### src/rtl/q_meas_avg.sv
// Settle-then-average measurement front-end: waits SETTLE cycles after any i_ref change or
// retrigger, averages 2^LOG2_N ADC samples and pulses ready with the result.
module q_meas_avg #(
    parameter int unsigned WIDTH  = 10,
    parameter int unsigned SETTLE = 16,
    parameter int unsigned LOG2_N = 3
) (
    input  logic             clk,
    input  logic             rst,
    input  logic [WIDTH-1:0] i_ref,
    input  logic             retrigger,
    input  logic             adc_valid,
    input  logic [WIDTH-1:0] adc_data,
    output logic [WIDTH-1:0] measured_q,
    output logic             ready,
    output logic             busy
);

    localparam int unsigned AccW = WIDTH + LOG2_N;
    localparam int unsigned CntW = (SETTLE > 1) ? $clog2(SETTLE) : 1;
    localparam int unsigned SmpW = LOG2_N + 1;
    localparam logic [CntW-1:0] CntLast = CntW'(SETTLE - 1);
    localparam logic [SmpW-1:0] SmpLast = SmpW'((1 << LOG2_N) - 1);

    typedef enum logic [1:0] {StSettle, StAccum, StDone, StWait} state_e;

    state_e          state_q;
    logic [WIDTH-1:0] i_ref_q;
    logic [CntW-1:0]  settle_cnt_q;
    logic [SmpW-1:0]  smp_cnt_q;
    logic [AccW-1:0]  acc_q;
    logic             chg;
    logic [AccW-1:0]  acc_sum;

    assign chg     = (i_ref != i_ref_q) | retrigger;
    assign acc_sum = acc_q + AccW'(adc_data);

    always_ff @(posedge clk) begin
        if (rst) begin
            state_q      <= StSettle;
            i_ref_q      <= i_ref;
            settle_cnt_q <= '0;
            smp_cnt_q    <= '0;
            acc_q        <= '0;
            measured_q   <= '0;
            ready        <= 1'b0;
            busy         <= 1'b1;
        end else begin
            i_ref_q <= i_ref;
            ready   <= 1'b0;
            // A change restarts the settle window from any state, including mid-accumulation.
            if (chg) begin
                state_q      <= StSettle;
                settle_cnt_q <= '0;
                busy         <= 1'b1;
            end else begin
                unique case (state_q)
                    StSettle: begin
                        if (settle_cnt_q == CntLast) begin
                            state_q   <= StAccum;
                            acc_q     <= '0;
                            smp_cnt_q <= '0;
                        end else begin
                            settle_cnt_q <= settle_cnt_q + CntW'(1);
                        end
                    end
                    StAccum: begin
                        if (adc_valid) begin
                            acc_q     <= acc_sum;
                            smp_cnt_q <= smp_cnt_q + SmpW'(1);
                            if (smp_cnt_q == SmpLast) begin
                                state_q    <= StDone;
                                measured_q <= acc_sum[AccW-1:LOG2_N];
                                ready      <= 1'b1;
                                busy       <= 1'b0;
                            end
                        end
                    end
                    StDone:  state_q <= StWait;
                    StWait:  state_q <= StWait;
                    default: state_q <= StSettle;
                endcase
            end
        end
    end

endmodule

### config.mk
export PLATFORM = sky130hd
export DESIGN_NAME = q_meas_avg
export DESIGN_NICKNAME = d
export VERILOG_FILES = /design/src/rtl/q_meas_avg.sv
export SDC_FILE = /design/constraint.sdc
export NUM_CORES = 1
export LEC_CHECK = 0
export BUFFER_PORTS_ARGS = -buffer_cell sky130_fd_sc_hd__buf_4
export CAP_MARGIN = 20
export CORE_MARGIN = 2
export CORE_UTILIZATION = 60
export DETAILED_ROUTE_END_ITERATION = 7
export PLACE_DENSITY = 0.89
export SLEW_MARGIN = 20
export SYNTH_ARGS = -nofsm -noshare
export SYNTH_HDL_FRONTEND = slang
export SYNTH_SLANG_ARGS = --single-unit
export TNS_END_PERCENT = 50
### constraint.sdc
create_clock -name clk -period 2.9 [get_ports clk]
set_input_delay 0.29 -clock clk [delete_from_list [all_inputs] [get_ports clk]]
set_output_delay 0.29 -clock clk [all_outputs]
set_load 0.005 [all_outputs]
==> metrics.txt <==
post-synthesis xor/xnor area fraction 8.52%; largest net degree at the start of global routing 31; Reg2Reg Depth 9; main flop type after synthesis dfxtp_1; final WL 5090 um; endpoint class of the critical path flip-flop; crit path cell chain ha_1 -> inv_1 -> fa_1 -> nand2b_1 -> a21oi_2 -> o31ai_2 -> a21oi_1 -> xnor2_1 -> a211oi_2; Num CTS Buffers 5; Top Family by Delay on Critical Path compound AO/OA/AOI/OAI gates; hold_buf cts 0; Yosys warnings 0; clock latency on the worst-skew pair 0.31 ns; Mean Syn Cell Area 9.23 um2; initial drt markers 125; Final Setup Violations 0; core area 3630 um2; antenna violations before repair 0; clock root cell clkbuf_8; Die X 65.4 um; Register Area 901 um2; largest family of logic cells by synthesized area simple AND/OR/NAND/NOR gates; routability congestion estimate 0.877; post-layout min period 2.15 ns; GRT overflow 0; Vias/cell 5.81; worst hold path depth 1; ANT cells 0; cell with the largest stage delay on the worst path fa_1; fraction of layout cells with a size suffix above 1 21.6%; Total Power 1220 uW; first-pass GRT wire length 8740 um; compound-cell area share of the yosys netlist 16.0%; largest cells by area after synthesis dfxtp_1 40%, ha_1 6.6%, xor2_1 5.4%; clock tree buffer depth 2; crit share post-route 74.2%; Final Hold Fails 0; max-cap violations 0; Clock Skew 0.0113 ns; fin nets 319; Initial Utilization 62.3%; Buf/Inv on CP 1; Setup CP Type reg -> reg; sequential-to-total area share from yosys stat 39.8%; Slew @ Worst Pin 0.633 ns; status complete, no violations; setup tns final 0 ns; Post-Syn Nets 282; adder-cell share of the synthesized area 7.52%; final max-slew violation count 0; worst-path maximum fanout 4; Rel. slew slack 57.5%; delay of the slowest critical-path stage 0.40 ns; Mapped Cells 245; post-DR wirelength/cell 15.4 um; via count 1924; IO Count 36; worst hold path class in -> reg; area of the multi-input gates 1320 um2; area leader, netlist dfxtp_1; Worst-path clk slew 0.09 ns; clk sinks 45; count of flip-flops with a built-in enable after synthesis 0; drt drc 0; CTS tree built; Worst EP arrival 2.40 ns; vias in the first global route 1861; die span in y 65.4 um; layout filler cell count 279; die area 4280 um2; f_max 465 MHz; synthesized flop and latch total 45; Worst path depth 9; simple-gate area share of the yosys netlist 23.1%; post-CTS sizing 0; Startpoint Class flip-flop; Std-Cell Rows 22; CP Data Required Time 3.14 ns; Post-Syn Area 2260 um2; H-Tree Depth 2; port bufs 35; area grow syn2layout 18.6%; post-detail-place hpwl 3620 um; Pre-antenna DRT Iters 4; Detail Route Antenna Nets 0; Unique masters post-synth 46; pwr dens 453 nW/um2; post-synthesis mux area share 3.10%; post-CTS setup repair buffer count 0; GRT Overall Usage 26.9%; RSZ-0062 raised after global routing no; leakage power 0.00105 uW; Peak VDD IR 0.327 mV; top cell type's share of synthesized area 39.8%; async set or reset register ratio after synthesis 0%
path summary, 6_finish.rpt:
check                         from                    endpoint  slack, ns
max          acc_q[0]$_SDFFE_PP0P_  measured_q[9]$_SDFFE_PP0P_       0.75
min                       i_ref[4]          i_ref_q[4]$_DFF_P_       0.09
max reg2reg  acc_q[0]$_SDFFE_PP0P_  measured_q[9]$_SDFFE_PP0P_       0.75
min reg2reg      busy$_SDFFE_PP1P_           busy$_SDFFE_PP1P_       0.46
logic make-up after synthesis:
| family | count (synthesis) |
|---|---|
| AO/OA/AOI/OAI | 55 |
| XOR/XNOR | 22 |
| adder cells (fa/ha/maj) | 13 |
| buffers and inverters | 10 |
| flip-flops | 45 |
| multiplexers | 7 |
| AND/OR/NAND/NOR | 93 |
per-stage QoR:
step	cell area, um2	hold slack [ns]	utilization (%)	cells	setup slack, ns
finish	2680	0.0858	73.9	331	0.748
global route	2680	0.0754	73.9	331	0.577
CTS	2680	0.0897	73.9	331	0.745
detailed placement	2570	0.412	70.7	323	0.719
global placement	2570	0.410	70.7	323	0.800
floorplan	2260	0.318	-	245	0.952
sequential cells by signal, indices dropped and copies added (netlist names):
signal	flops
acc_q	13
i_ref_q	10
ready	1
busy	1
smp_cnt_q	4
state_q	2
settle_cnt_q	4
measured_q	10
metal layers:
metal / wire length [um] / vias up / global-route usage [%]
met4: 69 / 0 / 8.59
met2: 2470 / 62 / 45.2
li1: - / 951 / -
met3: 342 / 6 / 6.34
met1: 2210 / 905 / 34.2
met5: 0 / - / 0
cell usage after synthesis (3+ instances only):
| master | instances |
|---|---|
| dfxtp_1 | 45 |
| nor2_1 | 27 |
| a21oi_1 | 23 |
| nand2_1 | 16 |
| xor2_1 | 14 |
| ha_1 | 12 |
| nand3_1 | 9 |
| xnor2_1 | 8 |
| mux2i_1 | 7 |
| nor3_1 | 7 |
| o21ai_0 | 7 |
| nand3b_1 | 6 |
| a21o_1 | 4 |
| and3_1 | 4 |
| clkbuf_1 | 4 |
| nand2b_1 | 4 |
| nor4_2 | 4 |
| o211ai_1 | 4 |
| a211oi_2 | 3 |
| inv_1 | 3 |
layout by cell type (no fill, tap or decap), types with 3 or more instances in the layout:
cell type	synthesis	routed
a211oi_2	3	3
a21o_1	4	4
a21oi_1	23	23
and3_1	4	4
buf_4	1	37
clkbuf_8	0	5
dfxtp_1	45	45
ha_1	12	12
inv_1	3	3
mux2i_1	7	7
nand2_1	16	16
nand2b_1	4	4
nand3_1	9	9
nand3b_1	6	6
nor2_1	27	27
nor3_1	7	7
nor4_2	4	4
o211ai_1	4	4
o21ai_0	7	7
xnor2_1	8	8
xor2_1	14	14
report_power, final:
| group | internal, uW | total [uW] | switching (uW) |
|---|---|---|---|
| registers | 625 | 628 | 3.34 |
| clock network | 263 | 502 | 239 |
| logic | 39.1 | 85.7 | 46.7 |
cell type report:
type	instances	share of cell area [%]
multi-input cells	190	49.1
flip-flops and latches	45	33.6
inverters	3	0.420
clock inverters	3	1.77
well taps	48	2.24
clock buffers	5	2.56
repair buffers	37	10.3
Power figures use the tool's default switching activity.
